<file path="src/rtl/sync_fifo_param_pkg.sv">
// Shared definitions for the sync_fifo_param buffer: ordering-mode constants and
// the per-cycle operation decode used by the pointer/count control.
package sync_fifo_param_pkg;

    localparam int FIFO_MODE_QUEUE = 0;
    localparam int FIFO_MODE_STACK = 1;

    typedef enum logic [1:0] {
        OP_IDLE = 2'd0,
        OP_PUSH = 2'd1,
        OP_POP  = 2'd2,
        OP_BOTH = 2'd3
    } fifo_op_e;

    // Accepted push/pop pair collapsed into a single operation code.
    function automatic fifo_op_e decode_op(input logic push_ok, input logic pop_ok);
        fifo_op_e op;
        case ({push_ok, pop_ok})
            2'b10:   op = OP_PUSH;
            2'b01:   op = OP_POP;
            2'b11:   op = OP_BOTH;
            default: op = OP_IDLE;
        endcase
        return op;
    endfunction

endpackage

</file>
<file path="src/rtl/sync_fifo_storage.sv">
// Storage array for sync_fifo_param: one synchronous write port and one
// asynchronous read port; contents are never reset.
module sync_fifo_storage #(
    parameter int DATA_WIDTH = 32,
    parameter int ADDR_WIDTH = 4
) (
    input  logic                  Clock,
    input  logic                  wr_en,
    input  logic [ADDR_WIDTH-1:0] wr_addr,
    input  logic [DATA_WIDTH-1:0] wr_data,
    input  logic [ADDR_WIDTH-1:0] rd_addr,
    output logic [DATA_WIDTH-1:0] rd_data
);

    localparam int DEPTH = 2 ** ADDR_WIDTH;

    logic [DATA_WIDTH-1:0] mem_r [DEPTH];

    // Write port: one entry per accepted push.
    always_ff @(posedge Clock) begin
        if (wr_en) begin
            mem_r[wr_addr] <= wr_data;
        end
    end

    assign rd_data = mem_r[rd_addr];

endmodule

</file>
<file path="src/rtl/sync_fifo_param.sv">
// Parametrised queue/stack buffer with FWFT read, occupancy count and threshold flags.
// Optional sticky overflow/underflow flags are enabled by defining SYNC_FIFO_ERRFLAGS_EN.
module sync_fifo_param
    import sync_fifo_param_pkg::*;
#(
    parameter int DATA_WIDTH = 32,
    parameter int ADDR_WIDTH = 4,
    parameter int MODE       = 0,
    parameter int AF_LEVEL   = (2 ** ADDR_WIDTH) - 2,
    parameter int AE_LEVEL   = 1
) (
    input  logic                  Clock,
    input  logic                  Reset,
    input  logic                  iPush,
    input  logic [DATA_WIDTH-1:0] iDataIn,
    input  logic                  iPop,
`ifdef SYNC_FIFO_ERRFLAGS_EN
    input  logic                  iClearErr,
    output logic                  oOverflow,
    output logic                  oUnderflow,
`endif
    output logic [DATA_WIDTH-1:0] oDataOut,
    output logic                  oFull,
    output logic                  oEmpty,
    output logic                  oAlmostFull,
    output logic                  oAlmostEmpty,
    output logic [ADDR_WIDTH:0]   oCount
);

    localparam int DEPTH = 2 ** ADDR_WIDTH;
    localparam logic [ADDR_WIDTH:0]   DEPTH_C = (ADDR_WIDTH + 1)'(DEPTH);
    localparam logic [ADDR_WIDTH:0]   AF_C    = (ADDR_WIDTH + 1)'(AF_LEVEL);
    localparam logic [ADDR_WIDTH:0]   AE_C    = (ADDR_WIDTH + 1)'(AE_LEVEL);
    localparam logic [ADDR_WIDTH:0]   CNT_ONE = (ADDR_WIDTH + 1)'(1);
    localparam logic [ADDR_WIDTH-1:0] PTR_ONE = ADDR_WIDTH'(1);

    logic [ADDR_WIDTH-1:0] wptr_r, rptr_r, sp_r;
    logic [ADDR_WIDTH:0]   count_r;
    logic [ADDR_WIDTH-1:0] wptr_nxt_s, rptr_nxt_s, sp_nxt_s;
    logic [ADDR_WIDTH:0]   count_nxt_s;
    logic [ADDR_WIDTH-1:0] wr_addr_s, rd_addr_s;
    logic [DATA_WIDTH-1:0] rd_data_s;
    logic                  full_s, empty_s, push_ok_s, pop_ok_s;
    fifo_op_e              op_s;

    assign full_s    = (count_r == DEPTH_C);
    assign empty_s   = (count_r == {(ADDR_WIDTH + 1){1'b0}});
    assign pop_ok_s  = iPop & ~empty_s;
    // A pop in the same cycle frees the slot, so a full buffer still takes the push.
    assign push_ok_s = iPush & (~full_s | pop_ok_s);
    assign op_s      = decode_op(push_ok_s, pop_ok_s);

    // Next-state for pointers and count, plus storage addressing for the chosen ordering.
    always_comb begin
        wptr_nxt_s  = wptr_r;
        rptr_nxt_s  = rptr_r;
        sp_nxt_s    = sp_r;
        count_nxt_s = count_r;
        wr_addr_s   = wptr_r;
        rd_addr_s   = rptr_r;
        if (MODE == FIFO_MODE_STACK) begin
            rd_addr_s = sp_r - PTR_ONE;
            case (op_s)
                OP_PUSH: begin
                    wr_addr_s = sp_r;
                    sp_nxt_s  = sp_r + PTR_ONE;
                end
                OP_POP: begin
                    wr_addr_s = sp_r;
                    sp_nxt_s  = sp_r - PTR_ONE;
                end
                OP_BOTH: begin
                    // Replace the top entry in place.
                    wr_addr_s = sp_r - PTR_ONE;
                end
                default: begin
                    wr_addr_s = sp_r;
                end
            endcase
        end else begin
            if (push_ok_s) begin
                wptr_nxt_s = wptr_r + PTR_ONE;
            end else begin
                wptr_nxt_s = wptr_r;
            end
            if (pop_ok_s) begin
                rptr_nxt_s = rptr_r + PTR_ONE;
            end else begin
                rptr_nxt_s = rptr_r;
            end
        end
        case (op_s)
            OP_PUSH: count_nxt_s = count_r + CNT_ONE;
            OP_POP:  count_nxt_s = count_r - CNT_ONE;
            default: count_nxt_s = count_r;
        endcase
    end

    // Control state register; reset discards contents by clearing pointers and count.
    always_ff @(posedge Clock) begin
        if (Reset) begin
            wptr_r  <= {ADDR_WIDTH{1'b0}};
            rptr_r  <= {ADDR_WIDTH{1'b0}};
            sp_r    <= {ADDR_WIDTH{1'b0}};
            count_r <= {(ADDR_WIDTH + 1){1'b0}};
        end else begin
            wptr_r  <= wptr_nxt_s;
            rptr_r  <= rptr_nxt_s;
            sp_r    <= sp_nxt_s;
            count_r <= count_nxt_s;
        end
    end

    sync_fifo_storage #(
        .DATA_WIDTH (DATA_WIDTH),
        .ADDR_WIDTH (ADDR_WIDTH)
    ) u_storage (
        .Clock   (Clock),
        .wr_en   (push_ok_s),
        .wr_addr (wr_addr_s),
        .wr_data (iDataIn),
        .rd_addr (rd_addr_s),
        .rd_data (rd_data_s)
    );

    assign oDataOut     = empty_s ? {DATA_WIDTH{1'b0}} : rd_data_s;
    assign oFull        = full_s;
    assign oEmpty       = empty_s;
    assign oAlmostFull  = (count_r >= AF_C);
    assign oAlmostEmpty = (count_r <= AE_C);
    assign oCount       = count_r;

`ifdef SYNC_FIFO_ERRFLAGS_EN
    logic overflow_r, underflow_r;

    // Sticky error flags; a new error in the clearing cycle keeps the flag set.
    always_ff @(posedge Clock) begin
        if (Reset) begin
            overflow_r  <= 1'b0;
            underflow_r <= 1'b0;
        end else begin
            if (iPush & ~push_ok_s) begin
                overflow_r <= 1'b1;
            end else if (iClearErr) begin
                overflow_r <= 1'b0;
            end else begin
                overflow_r <= overflow_r;
            end
            if (iPop & empty_s) begin
                underflow_r <= 1'b1;
            end else if (iClearErr) begin
                underflow_r <= 1'b0;
            end else begin
                underflow_r <= underflow_r;
            end
        end
    end

    assign oOverflow  = overflow_r;
    assign oUnderflow = underflow_r;
`endif

endmodule

</file>
<file path="config.mk">
export PLATFORM = sky130hd
export DESIGN_NAME = sync_fifo_param
export DESIGN_NICKNAME = d
export VERILOG_FILES = /design/src/rtl/sync_fifo_param_pkg.sv /design/src/rtl/sync_fifo_storage.sv /design/src/rtl/sync_fifo_param.sv
export SDC_FILE = /design/constraint.sdc
export NUM_CORES = 1
export LEC_CHECK = 0
export ABC_AREA = 0
export CELL_PAD_IN_SITES_DETAIL_PLACEMENT = 1
export CELL_PAD_IN_SITES_GLOBAL_PLACEMENT = 1
export CORE_UTILIZATION = 50
export CTS_CLUSTER_SIZE = 8
export DETAILED_ROUTE_END_ITERATION = 16
export PLACE_DENSITY_LB_ADDON = 0.2
export SLEW_MARGIN = 20
export SYNTH_ARGS = -nofsm -noshare
export SYNTH_HDL_FRONTEND = slang
export SYNTH_SLANG_ARGS = --single-unit
</file>
<file path="constraint.sdc">
create_clock -name Clock -period 5.45 [get_ports Clock]
set_clock_uncertainty 0.15 [all_clocks]
set_input_delay 1.635 -clock Clock [delete_from_list [all_inputs] [get_ports Clock]]
set_output_delay 1.635 -clock Clock [all_outputs]
set_load 0.05 [all_outputs]
</file>
==> metrics.txt, run 1 <==
status finished clean; Antenna Nets Post-Route 0; RSZ-0062 raised after global routing no; Syn Area/Cell 22.7 um^2; width of the die 203 um; Std-Cell Rows 73; 1st-iter DRT viols 585; Seq/Total Area, Yosys 77.8%; setup TNS 0 ps; R2R Setup Slk 2190 ps; final core occ 60.0%; Clock transition at path regs 60 ps; Final nets 1,069; Synth async-reset ratio 0%; type of the tightest min-delay check flop to flop; Critical Path Source oCount[1]; chip height 203 um; Avg WL per Cell 28.8 um; Hold Violations, Final 0; Setup Fix Bufs, Post-CTS 0; top cells by area, synth edfxtp_1, mux4_2, dfxtp_1, a221o_1, a22o_1; Area Overhead vs Synth 18.4%; cts-stage hold buffer count 0; initial antenna violation count 2; Slew Limit Headroom 36.4%; root buffer cell clkbuf_16; routed vias/inst 6.09; Sinks on Clock Net 529; critical path class flop to output pin; placed cells 1,470; Pre-antenna DRT Iters 4; IO Count 77; worst-path fanout max 31; area fraction of the dominant cell type after synthesis 76.2%; clk_lat worst skew 590 ps; Cell Pwr Density 482 nW/um^2; maxcap violations 0; max-slew violation count 0; IR drop worst, VDD 0.268 mV; placer congestion estimate 0.726; Primary FF master, synth edfxtp_1; Distinct cells, synth 47; CP endpoint kind output pin; Critical Path RT 3670 ps; CTS tree built; vias in the first global route 10,400; total global-route track usage 22.9%; arrival time worst endpoint 3430 ps; Clock Path Buffers 3; syn_nets 935; pre-CTS setup slack 576 ps; DRC 0; non-filler instance count after layout 1,569; post-CTS sizing 31; tightest hold margin 351 ps; core area 39,800 um^2; maximum clock rate 192 MHz; Slew @ Worst Pin 949 ps; Buffers on Ports 76; final wirelength 45,200 um; largest net degree at the start of global routing 46; reg2reg start oCount[1]; final setup vio count 0; Post-synth EDFFs 512; crit start category flop; Final period util 95.7%; # H-tree levels 3; share of layout cells above drive strength 1 26.6%; routed vias 9,557; Yosys Warn Count 0; min Tclk post-route 5220 ps; dpl hpwl 24,700 um; Gate Count Post-Synth 889; Final WS setup 235 ps; Initial Util 50.7%; Pleak 7.60 nW; first-pass GRT wire length 67,300 um; cts bufs inserted 76; die area 41,200 um^2; #FFs+latches synth 529; GR Overflow Total 0; HP Start rd_addr_s[1]; commonest non-fill, non-tap cell in the layout edfxtp_1; commonest cells after routing, fill and taps aside edfxtp_1, mux4_2, clkbuf_16; synthesized area 20,200 um^2; dominant cell type by area after synthesis edfxtp_1
==> registers in the layout, indices dropped and copies added (netlist names), named ones only <==
name and cells:
rd_addr_s 4, u_storage.mem_r 512, wptr_r 4, oCount 5
==> routing by layer <==
layer	routed length, um	track usage (%)	vias to the layer above
met2	22900	38.4	287
met4	1030	8.16	0
met1	19000	30.2	5129
met5	0	0	-
met3	2260	3.96	71
li1	-	-	4070
==> power breakdown <==
group          total (mW)  internal, mW  switching (mW)  leakage [nW]
Clock                4.11          2.52            1.59         0.996
Combinational        2.75          1.06            1.69          1.84
Sequential           4.65          4.57          0.0786          4.77
==> final timing paths <==
kind / depth (start not counted) / to
max: 9 / oDataOut[14]
min: 2 / rd_addr_s[1]
max reg2reg: 7 / u_storage.mem_r[6][22]
min reg2reg: 2 / rd_addr_s[1]
==> metrics by stage <==
step | total power [mW] | instance area [um^2]
detailed placement | 7.63 | 21900
global route | 11.9 | 23900
CTS | 11.6 | 23900
floorplan | 6.74 | 20200
global placement | 7.61 | 21900
finish | 11.5 | 23900
==> cell type report <==
type	count	area [um^2]
tap	525	657
sequential	529	15700
inverter	6	22.5
multi-input combinational	302	4320
clock buffer	90	1980
timing repair buffer	108	1120
antenna	2	5.00
clock inverter	7	61.3
fill	3303	15900
==> synthesized netlist by cell type, types with 2 or more instances <==
cell type  number
edfxtp_1      512
mux4_2        128
a22o_1         31
a221o_1        30
nor2_1         29
clkbuf_1       25
dfxtp_1        17
buf_2          13
ha_1           10
nand2_1        10
buf_1           7
a21oi_1         6
buf_6           6
nor3_1          6
xor2_1          6
inv_1           5
nand3_1         5
and3_1          3
mux2_2          3
mux2i_1         3
nor2b_1         3
and3_2          2
nand2b_1        2
nand4_1         2
o211ai_1        2
or3_1           2
==> logic make-up after synthesis <==
| logic type | count (synthesis) | share of synthesized area (%) |
|---|---|---|
| flip-flops | 529 | 77.8 |
| AND/OR/NAND/NOR | 71 | 1.75 |
| multiplexers | 134 | 14.6 |
| adder cells (fa/ha/maj) | 11 | 0.669 |
| AO/OA/AOI/OAI | 79 | 3.45 |
| buffers and inverters | 58 | 1.39 |
| XOR/XNOR | 7 | 0.304 |
==> worst max-delay path, stage by stage (launching register included) <==
cell and delay (ps):
dfxtp_1 400, inv_1 180, ha_1 200, or4b_4 550, inv_2 120, nor3_2 40, buf_4 310, a22o_1 260
a221o_1 310, dlygate4sd2_1 440
(Power assumes the default switching activity.)
==> run 2, diff against run 1 <==
--- a/config.mk
+++ b/config.mk
@@ -8,7 +8,7 @@
 export ABC_AREA = 0
 export CELL_PAD_IN_SITES_DETAIL_PLACEMENT = 1
 export CELL_PAD_IN_SITES_GLOBAL_PLACEMENT = 1
-export CORE_UTILIZATION = 50
+export CORE_UTILIZATION = 30
 export CTS_CLUSTER_SIZE = 8
 export DETAILED_ROUTE_END_ITERATION = 16
 export PLACE_DENSITY_LB_ADDON = 0.2
==> metrics.txt, run 2 (synthesis gave the netlist of run 1 again) <==
status finished clean; total global-route track usage 14.3% (-8.5 points); # H-tree levels 3 (unchanged); Pwr Total 11.7 mW (+1.6%); commonest non-fill, non-tap cell in the layout edfxtp_1; Area Overhead vs Synth 20.6%; vias in the first global route 10,600 (+1.2%); routed vias/inst 4.96 (-19%); Avg WL per Cell 25.0 um (-13%); cts bufs inserted 76 (unchanged); placer congestion estimate 0.683 (-5.9%); worst-path fanout max 19 (-39%); maximum clock rate 192 MHz (about the same); Antenna Nets Post-Route 0 (unchanged); clk_lat worst skew 600 ps (about the same); arrival time worst endpoint 3430 ps (about the same); non-filler instance count after layout 1,904 (+21%); Slew Limit Headroom 36.4% (-0.043 points); Critical Path RT 3670 ps (about the same); critical path class flop to output pin; GR Overflow Total 0 (unchanged); initial antenna violation count 3 (+1); min Tclk post-route 5220 ps (-0.301 ps); final setup vio count 0 (unchanged); Top reg by flops u_storage.mem_r; RSZ-0062 raised after global routing no; Final nets 1,073 (+0.37%); Filler Cell Count 6,319 (+91%); die area 68,300 um^2 (+66%); routed vias 9,447 (-1.2%); Initial Util 30.5% (-20 points); Pre-antenna DRT Iters 4 (unchanged); tightest hold margin 352 ps (+1.24 ps); setup TNS 0 ps (unchanged); CP endpoint kind output pin; max FFs per register 512 (unchanged); root buffer cell clkbuf_16; 1st-iter DRT viols 555 (-5.1%); Final period util 95.7% (about the same); commonest cells after routing, fill and taps aside edfxtp_1, mux4_2, clkbuf_16; IO Count 77 (unchanged); chip height 261 um (+29%); core area 66,200 um^2 (+66%); type of the tightest min-delay check flop to flop; share of layout cells above drive strength 1 29.8% (+3.2 points); Setup Fix Bufs, Post-CTS 0 (unchanged); final wirelength 47,600 um (+5.3%); DRC 0 (unchanged); largest net degree at the start of global routing 54 (+17%); cts-stage hold buffer count 0 (unchanged); crit start category flop; Buffers on Ports 76 (unchanged); CTS tree built; Hold Violations, Final 0 (unchanged); max-slew violation count 0 (unchanged); Slew @ Worst Pin 950 ps (+0.638 ps); Sinks on Clock Net 529 (unchanged); Pleak 7.61 nW (about the same); Std-Cell Rows 94 (+29%); Clock Path Buffers 3 (unchanged); IR drop worst, VDD 0.278 mV (+3.8%); maxcap violations 0 (unchanged); first-pass GRT wire length 70,600 um (+4.9%); Cell Pwr Density 481 nW/um^2 (-0.30%); width of the die 261 um (+29%); placed cells 1,813 (+23%); dpl hpwl 26,400 um (+7.1%); Clock transition at path regs 50 ps (about the same); antenna diode instance count 0 (-2)
==> run 2: per-layer routing <==
| layer | up-vias | track usage [%] | share of wire (%) |
|---|---|---|---|
| li1 | 4057 | - | - |
| met1 | 5134 | 19.5 | 46 |
| met2 | 188 | 22.9 | 48 |
| met3 | 62 | 3.16 | 4.5 |
| met4 | 6 | 4.41 | 1.7 |
| met5 | - | 0 | 0.084 |
==> run 2: final timing paths <==
path                start                 endpoint  slack (ps)  depth (start not counted)
min          rd_addr_s[1]             rd_addr_s[1]         350                          2
max reg2reg     oCount[1]  u_storage.mem_r[11][14]        2300                          6
max             oCount[1]              oDataOut[1]         230                         10
min reg2reg  rd_addr_s[1]             rd_addr_s[1]         350                          2
==> run 2: layout make-up <==
cell class | instances | area (um^2) | share of cell area (%)
inverter | 6 | 22.5 | 0.0925
clock inverter | 6 | 61.3 | 0.252
tap | 864 | 1080 | 4.44
clock buffer | 85 | 2000 | 8.21
sequential | 529 | 15700 | 64.6
timing repair buffer | 112 | 1140 | 4.68
multi-input combinational | 302 | 4320 | 17.7
==> run 2: worst max-delay path, stage by stage, from the launching register on <==
cell	delay [ps]
dfxtp_1	390
inv_1	180
ha_1	200
or4b_4	570
inv_2	130
nor3_2	40
buf_4	220
buf_4	280
a22o_1	240
a221o_1	340
buf_4	220
==> run 2: power by group <==
part | switching, mW | leakage [nW] | internal [mW] | total (mW)
Sequential | 0.127 | 4.77 | 4.57 | 4.70
Clock | 1.62 | 1.01 | 2.55 | 4.17
Combinational | 1.71 | 1.83 | 1.12 | 2.83
Total | 3.46 | 7.61 | 8.24 | 11.7
==> run 2: what timing repair did <==
item,4_1_cts,5_1_grt
endpoints found under the setup margin,0,2
endpoints found under the hold margin,0,0
resized for setup,0,2
==> run 2: stage by stage <==
step	util, %	setup slack (ps)	area (um^2)
finish	36.8	235	24300
global route	36.8	35.1	24300
CTS	36.8	12.9	24300
detailed placement	33.7	670	22300
global placement	33.7	730	22300
floorplan	-	249	20200
==> run 3, diff against run 2 <==
--- a/config.mk
+++ b/config.mk
@@ -16,3 +16,4 @@
 export SYNTH_ARGS = -nofsm -noshare
 export SYNTH_HDL_FRONTEND = slang
 export SYNTH_SLANG_ARGS = --single-unit
+export TNS_END_PERCENT = 50
==> results of run 3 <==
Final layout, timing and power as in run 2 (identical DEF).
